===== src/rtl/redmule_offload_sequencer.sv =====
// redmule_offload_sequencer
//   XIF offload decoder for RedMulE. Decodes MCNFIG / MARITH / CSR offloads,
//   queues complete job descriptors in a small FIFO and replays each job as
//   NumCfgRegs periph writes followed by a trigger write.
//
// Ports
//   clk_i, rst_i, clear_i     clock, sync active-high reset, soft clear (same effect)
//   issue_*                   XIF issue handshake, instruction and rs1..rs3 operands
//   result_ready_i/valid_o    XIF result; valid simply mirrors ready
//   periph_req_o/gnt_i        periph write request (write-only, wen=0, be='1, id=0)
//   periph_add_o/data_o       periph write address / data
//   cfg_complete_i            engine finished latching config (gates the trigger write)
//   start_cfg_o               pulse on the grant of the last cfg write
//   job_count_o, busy_o       queued jobs (including the active one), activity flag
//
// Optional feature: define REDMULE_OFFLOAD_PERF_CNT_EN to add the saturating
// perf_jobs_o / perf_stall_o counters.

module redmule_offload_sequencer #(
  parameter int unsigned SysDataWidth = 32,
  parameter int unsigned NumCfgRegs   = 6,
  parameter int unsigned JobDepth     = 2,
  parameter logic [31:0] CfgBaseAddr  = 32'h40,
  parameter logic [31:0] TriggerAddr  = 32'h00,
  parameter logic [11:0] CsrLo        = 12'h7C0,
  parameter logic [11:0] CsrHi        = 12'h7C0
) (
  input  logic                              clk_i,
  input  logic                              rst_i,
  input  logic                              clear_i,
  input  logic                              issue_valid_i,
  output logic                              issue_ready_o,
  output logic                              issue_accept_o,
  input  logic [31:0]                       issue_instr_i,
  input  logic                              issue_rs_valid_i,
  input  logic [2:0][SysDataWidth-1:0]      issue_rs_i,
  input  logic                              result_ready_i,
  output logic                              result_valid_o,
  output logic                              periph_req_o,
  input  logic                              periph_gnt_i,
  output logic [31:0]                       periph_add_o,
  output logic [SysDataWidth-1:0]           periph_data_o,
  input  logic                              cfg_complete_i,
  output logic                              start_cfg_o,
  output logic [$clog2(JobDepth+1)-1:0]     job_count_o,
  output logic                              busy_o
`ifdef REDMULE_OFFLOAD_PERF_CNT_EN
  ,
  output logic [31:0]                       perf_jobs_o,
  output logic [31:0]                       perf_stall_o
`endif
);

  localparam int unsigned CntW  = $clog2(JobDepth + 1);
  localparam int unsigned OffsW = (NumCfgRegs > 1) ? $clog2(NumCfgRegs) : 1;
  localparam int unsigned PtrW  = (JobDepth > 1) ? $clog2(JobDepth) : 1;

  localparam logic [6:0] OpcMcnfig = 7'b0001011;
  localparam logic [6:0] OpcMarith = 7'b0101011;
  localparam logic [6:0] OpcCsr    = 7'b1110011;

  typedef enum logic [1:0] {StIdle, StWriteCfg, StTrigger} state_e;

  // Job layout: 0..2 X/W/Z ptrs, 3 {K,M}, 4 N, 5 arith instruction.
  typedef logic [NumCfgRegs-1:0][SysDataWidth-1:0] job_t;

  state_e                  state_q;
  logic [OffsW-1:0]        reg_offs_q;
  logic [CntW-1:0]         count_q;
  logic [PtrW-1:0]         wr_ptr_q, rd_ptr_q;
  logic [SysDataWidth-1:0] shadow_km_q, shadow_n_q;
  job_t                    fifo_q [JobDepth];

  logic       sync_clr;
  logic       full;
  logic [6:0] opcode;
  logic [11:0] csr_addr;
  logic       push, cfg_upd;
  logic       cfg_gnt, trig_gnt, cfg_last;

  assign sync_clr = rst_i | clear_i;
  assign opcode   = issue_instr_i[6:0];
  assign csr_addr = issue_instr_i[31:20];
  // Full is judged on the pre-pop count, so a pop never frees a slot in the same cycle.
  assign full     = (count_q == CntW'(JobDepth));

  always_comb begin
    issue_ready_o  = 1'b0;
    issue_accept_o = 1'b0;
    push           = 1'b0;
    cfg_upd        = 1'b0;
    if (issue_valid_i && !sync_clr) begin
      case (opcode)
        OpcMcnfig: begin
          issue_ready_o  = 1'b1;
          issue_accept_o = 1'b1;
          cfg_upd        = issue_rs_valid_i;
        end
        OpcMarith: begin
          if (issue_rs_valid_i && !full) begin
            issue_ready_o  = 1'b1;
            issue_accept_o = 1'b1;
            push           = 1'b1;
          end
        end
        OpcCsr: begin
          issue_ready_o  = 1'b1;
          issue_accept_o = (csr_addr >= CsrLo) && (csr_addr <= CsrHi);
        end
        default: ;
      endcase
    end
  end

  assign result_valid_o = result_ready_i;

  assign cfg_last = (reg_offs_q == OffsW'(NumCfgRegs - 1));
  assign cfg_gnt  = (state_q == StWriteCfg) && periph_gnt_i;
  assign trig_gnt = (state_q == StTrigger) && cfg_complete_i && periph_gnt_i;

  always_comb begin
    periph_req_o  = 1'b0;
    periph_add_o  = '0;
    periph_data_o = '0;
    case (state_q)
      StWriteCfg: begin
        periph_req_o  = 1'b1;
        periph_add_o  = CfgBaseAddr + 32'({reg_offs_q, 2'b00});
        periph_data_o = fifo_q[rd_ptr_q][reg_offs_q];
      end
      StTrigger: begin
        periph_req_o = cfg_complete_i;
        periph_add_o = TriggerAddr;
      end
      default: ;
    endcase
  end

  assign start_cfg_o = cfg_gnt && cfg_last && !sync_clr;
  assign job_count_o = count_q;
  assign busy_o      = (state_q != StIdle) || (count_q != '0);

`ifdef REDMULE_OFFLOAD_PERF_CNT_EN
  logic [31:0] perf_jobs_q, perf_stall_q;
  logic        stall;
  assign stall        = issue_valid_i && (opcode == OpcMarith) && full;
  assign perf_jobs_o  = perf_jobs_q;
  assign perf_stall_o = perf_stall_q;
`endif

  always_ff @(posedge clk_i) begin
    if (sync_clr) begin
      state_q     <= StIdle;
      reg_offs_q  <= '0;
      count_q     <= '0;
      wr_ptr_q    <= '0;
      rd_ptr_q    <= '0;
      shadow_km_q <= '0;
      shadow_n_q  <= '0;
      for (int unsigned i = 0; i < JobDepth; i++) fifo_q[i] <= '0;
`ifdef REDMULE_OFFLOAD_PERF_CNT_EN
      perf_jobs_q  <= '0;
      perf_stall_q <= '0;
`endif
    end else begin
      if (cfg_upd) begin
        shadow_km_q <= issue_rs_i[0];
        shadow_n_q  <= issue_rs_i[1];
      end

      // Snapshot the shadow regs so later MCNFIGs leave queued jobs untouched.
      if (push) begin
        fifo_q[wr_ptr_q][0] <= issue_rs_i[0];
        fifo_q[wr_ptr_q][1] <= issue_rs_i[1];
        fifo_q[wr_ptr_q][2] <= issue_rs_i[2];
        fifo_q[wr_ptr_q][3] <= shadow_km_q;
        fifo_q[wr_ptr_q][4] <= shadow_n_q;
        fifo_q[wr_ptr_q][5] <= SysDataWidth'(issue_instr_i);
        wr_ptr_q <= (wr_ptr_q == PtrW'(JobDepth - 1)) ? '0 : wr_ptr_q + PtrW'(1);
      end

      if (trig_gnt) begin
        rd_ptr_q <= (rd_ptr_q == PtrW'(JobDepth - 1)) ? '0 : rd_ptr_q + PtrW'(1);
      end

      case ({push, trig_gnt})
        2'b10:   count_q <= count_q + CntW'(1);
        2'b01:   count_q <= count_q - CntW'(1);
        default: ;
      endcase

      case (state_q)
        StIdle: begin
          if (count_q != '0) begin
            state_q    <= StWriteCfg;
            reg_offs_q <= '0;
          end
        end
        StWriteCfg: begin
          if (cfg_gnt) begin
            if (cfg_last) begin
              reg_offs_q <= '0;
              state_q    <= StTrigger;
            end else begin
              reg_offs_q <= reg_offs_q + OffsW'(1);
            end
          end
        end
        StTrigger: begin
          // Chain straight into the next queued job without an idle cycle.
          if (trig_gnt) state_q <= (count_q > CntW'(1)) ? StWriteCfg : StIdle;
        end
        default: state_q <= StIdle;
      endcase

`ifdef REDMULE_OFFLOAD_PERF_CNT_EN
      if (trig_gnt && (perf_jobs_q != '1)) perf_jobs_q <= perf_jobs_q + 32'd1;
      if (stall && (perf_stall_q != '1)) perf_stall_q <= perf_stall_q + 32'd1;
`endif
    end
  end

endmodule


===== config.mk =====
export PLATFORM = sky130hd
export DESIGN_NAME = redmule_offload_sequencer
export DESIGN_NICKNAME = d
export VERILOG_FILES = /design/src/rtl/redmule_offload_sequencer.sv
export SDC_FILE = /design/constraint.sdc
export NUM_CORES = 1
export LEC_CHECK = 0
export ABC_AREA = 1
export CAP_MARGIN = 10
export CORE_ASPECT_RATIO = 1.4
export CORE_MARGIN = 2
export CORE_UTILIZATION = 50
export DETAILED_ROUTE_END_ITERATION = 16
export PLACE_DENSITY = 0.71
export SLEW_MARGIN = 25
export SYNTH_ARGS = -nofsm -noshare
export SYNTH_HDL_FRONTEND = slang
export SYNTH_SLANG_ARGS = --single-unit

===== constraint.sdc =====
create_clock -name clk_i -period 9.55 [get_ports clk_i]
set_input_delay 2.865 -clock clk_i [delete_from_list [all_inputs] [get_ports clk_i]]
set_output_delay 2.865 -clock clk_i [all_outputs]
set_load 0.1 [all_outputs]

==> results.yml <==
timing:
  relSlewSlack_pct: 16.2
  rsz0062_at_grt: "false"
  tightestPinTransition_ns: 1.26
  period_share_pct: 81.3
  clock-skew-final_ns: 0.0185
  hold_violations: 0
  period_needed_ns: 7.77
  tns_ns: 0
  fmax_ghz: 0.129
  setup_viol: 0
  setup_ws_ns: 1.78
  maxSlewViolCount: 0
  holdWs_ns: 0.476
worst_hold_path:
  min_from: "wr_ptr_q"
  hold_path.class: "reg2reg"
  hold_depth: 2
  hold_end: "wr_ptr_q"
detailed_routing:
  drtIter0Drc: 1734
  wl_um: 56000
  ant_nets: 0
  vias: 16771
  via_per_inst: 5.08
  routedWlPerCell_um: 17.0
  drc: 0
  dr.pass1.iters: 5
pwr:
  peakVddDrop_uv: 114
  power.leakage_nw: 10.9
  pwr_density_cell_mw_per_mm2: 172
  p_total_mw: 4.36
final_layout:
  fin_nets: 2862
  syn_to_final_growth_pct: 15.5
  fillCellCount: 3714
  final_cells: 3304
  layout-drive-gt1-share_pct: 4.25
clock_network:
  clockBufferDepth: 3
  numCtsBuffers: 44
  cts.sinks: 458
  insertion_delay_ns: 0.55
  cts_hold_buf: 0
  cts_tree: "built"
  cts_setup_buffers: 0
  cts.clk_slew.worst_paths_ns: 0.06
  cts.repair.resized: 0
  htree_levels: 2
  root_buffer: "clkbuf_16"
critical_path:
  reg2reg_depth: 9
  crit_fanout: 3
  worstPathRequired_ns: 6.69
  startpoint_type: "input pin"
  crit_type: "in2out"
  cp-end-kind: "output pin"
  r2r_slack_ns: 6.24
  r2r-end: "fifo_q[0][67]"
  arrival_ns: 4.90
  rr_startpoint: "job_count_o[0]"
floorplan:
  dieWidth_um: 181
  start_util_pct: 50.7
  fp.coreArea_mm2: 0.0432
  die_area_mm2: 0.0456
  dieHeight_um: 252
  io_pins: 208
  fp-row-count: 90
placement:
  dpl.hpwl_um: 34000
  placement.setup.worst_slack_ns: 1.77
  placed_cells: 3224
  routabilityCongestion: 0.842
  port_buffers: 177
synth:
  yosys.area_share.simple_pct: 23.5
  synthXorXnorAreaFrac_pct: 0.0799
  avgSynthCellArea_um2: 8.41
  ys_seq_area_share_pct: 59.3
  synth_edf_count: 384
  yosys-top-cells-area: "edfxtp_1 (53%), nand2_1 (10%), nor2_1 (9.9%), inv_1 (8.5%), dfxtp_1 (6.8%)"
  synth.most_common_cell: "nand2_1"
  syn-instance-count: 2607
  synth_top_area_share_pct: 52.6
  synth_top_family_by_area: "simple AND/OR/NAND/NOR gates"
  synth.mux.area_fraction_pct: 0
  synth_area_mm2: 0.0219
  ys.flop_type: "edfxtp_1"
  ys_types: 28
  synth_top_area_cell: "edfxtp_1"
  ys_async_sr_fraction_pct: 0
  yosys_warnings: 0
  yosys_register_bits: 458
  synthAdderAreaFrac_pct: 0.456
  ys_top_cells_by_count: "nand2_1 (598), nor2_1 (579), inv_1 (494)"
  synth-compound-area-share_pct: 3.58
run:
  maxCapViolations: 0
global_route:
  grt_max_degree: 190
  grt_pass1_wl_um: 87400
  antenna_found_initial: 1
  first_global_vias: 16038
  grt.total_usage_pct: 24.5
  overflow: 0
outcome:
  status: "finished, final reports clean"
-- layer usage --
| metal | global-route usage (%) | vias to the layer above | routed length [µm] | share of wire, % |
|---|---|---|---|---|
| met5 | 0 | - | 0 | 0 |
| met4 | 9.41 | 0 | 1960 | 3.5 |
| li1 | - | 8104 | - | - |
| met2 | 42.0 | 678 | 27800 | 50 |
| met1 | 31.9 | 7887 | 22400 | 40 |
| met3 | 3.05 | 102 | 3920 | 7.0 |
-- worst max path at each step --
stage / startpoint / endpoint / slack [ns] / cells past startpoint
floorplan: clear_i / start_cfg_o / 0.68 / 3
global placement: issue_instr_i[30] / issue_accept_o / 1.84 / 6
detailed placement: issue_instr_i[30] / issue_accept_o / 1.77 / 6
CTS: issue_instr_i[30] / issue_accept_o / 1.74 / 6
global route: issue_instr_i[29] / issue_accept_o / 1.73 / 6
finish: issue_instr_i[30] / issue_accept_o / 1.78 / 6
-- report_power, final --
group / switching [mW] / total, mW / internal [mW]
Combinational: 0.167 / 0.247 / 0.0791
Sequential: 0.0173 / 2.24 / 2.23
Clock: 0.762 / 1.87 / 1.11
-- cell type report --
type / instances / area [µm²] / share of cell area, %
antenna: 1 / 2.50 / 0.00988
clock buffer: 51 / 1190 / 4.70
clock inverter: 28 / 358 / 1.41
inverter: 502 / 1890 / 7.46
multi-input combinational: 1512 / 6230 / 24.6
sequential: 458 / 13000 / 51.4
tap: 552 / 691 / 2.73
timing repair buffer: 200 / 1960 / 7.74
-- through the flow --
| step | area [µm²] | utilization, % |
|---|---|---|
| after CTS | 25300 | 58.6 |
| after global routing | 25300 | 58.6 |
| after global placement | 23800 | 55.0 |
| final | 25300 | 58.6 |
| after floorplan | 22100 | - |
| after detailed placement | 23800 | 55.0 |
-- kinds of logic after synthesis --
kind of cell / after synthesis
and+or+nand+nor: 1321
buffers and inverters: 670
adders and majority gates: 8
xor gates and xnor gates: 2
AOI/OAI and AO/OA: 147
other: 1
DFF: 458
-- layout by cell type (no fill, tap or decap), drive strengths merged, types with 2 or more instances in the layout --
cell type      instances
nor3                   2
bufinv                 8
nor2                 580
o22ai                 32
o21ai                 70
nand3                135
nand4                  4
nand2                598
dfxtp                 74
a21oi                 41
edfxtp               384
clkinv                15
ha                     8
inv                  502
clkbuf                51
clkinvlp               5
clkdlybuf4s50        174
o211ai                 2
xor2                   2
conb                  34
buf                   26
-- critical path, cell delays in order --
cell and delay [ns]:
clkdlybuf4s50_1 0.45, inv_1 0.06, nor3_1 0.71, nand3_1 0.26
a21oi_1 0.24, buf_4 0.32
-- state kept, by name (all words and copies together) (netlist names), named ones only --
register,flops
state_q,2
reg_offs_q,3
shadow_km_q,32
fifo_q,384
wr_ptr_q,1
rd_ptr_q,1
shadow_n_q,32
job_count_o,2
No activity file was read; power rests on OpenSTA's default activity.
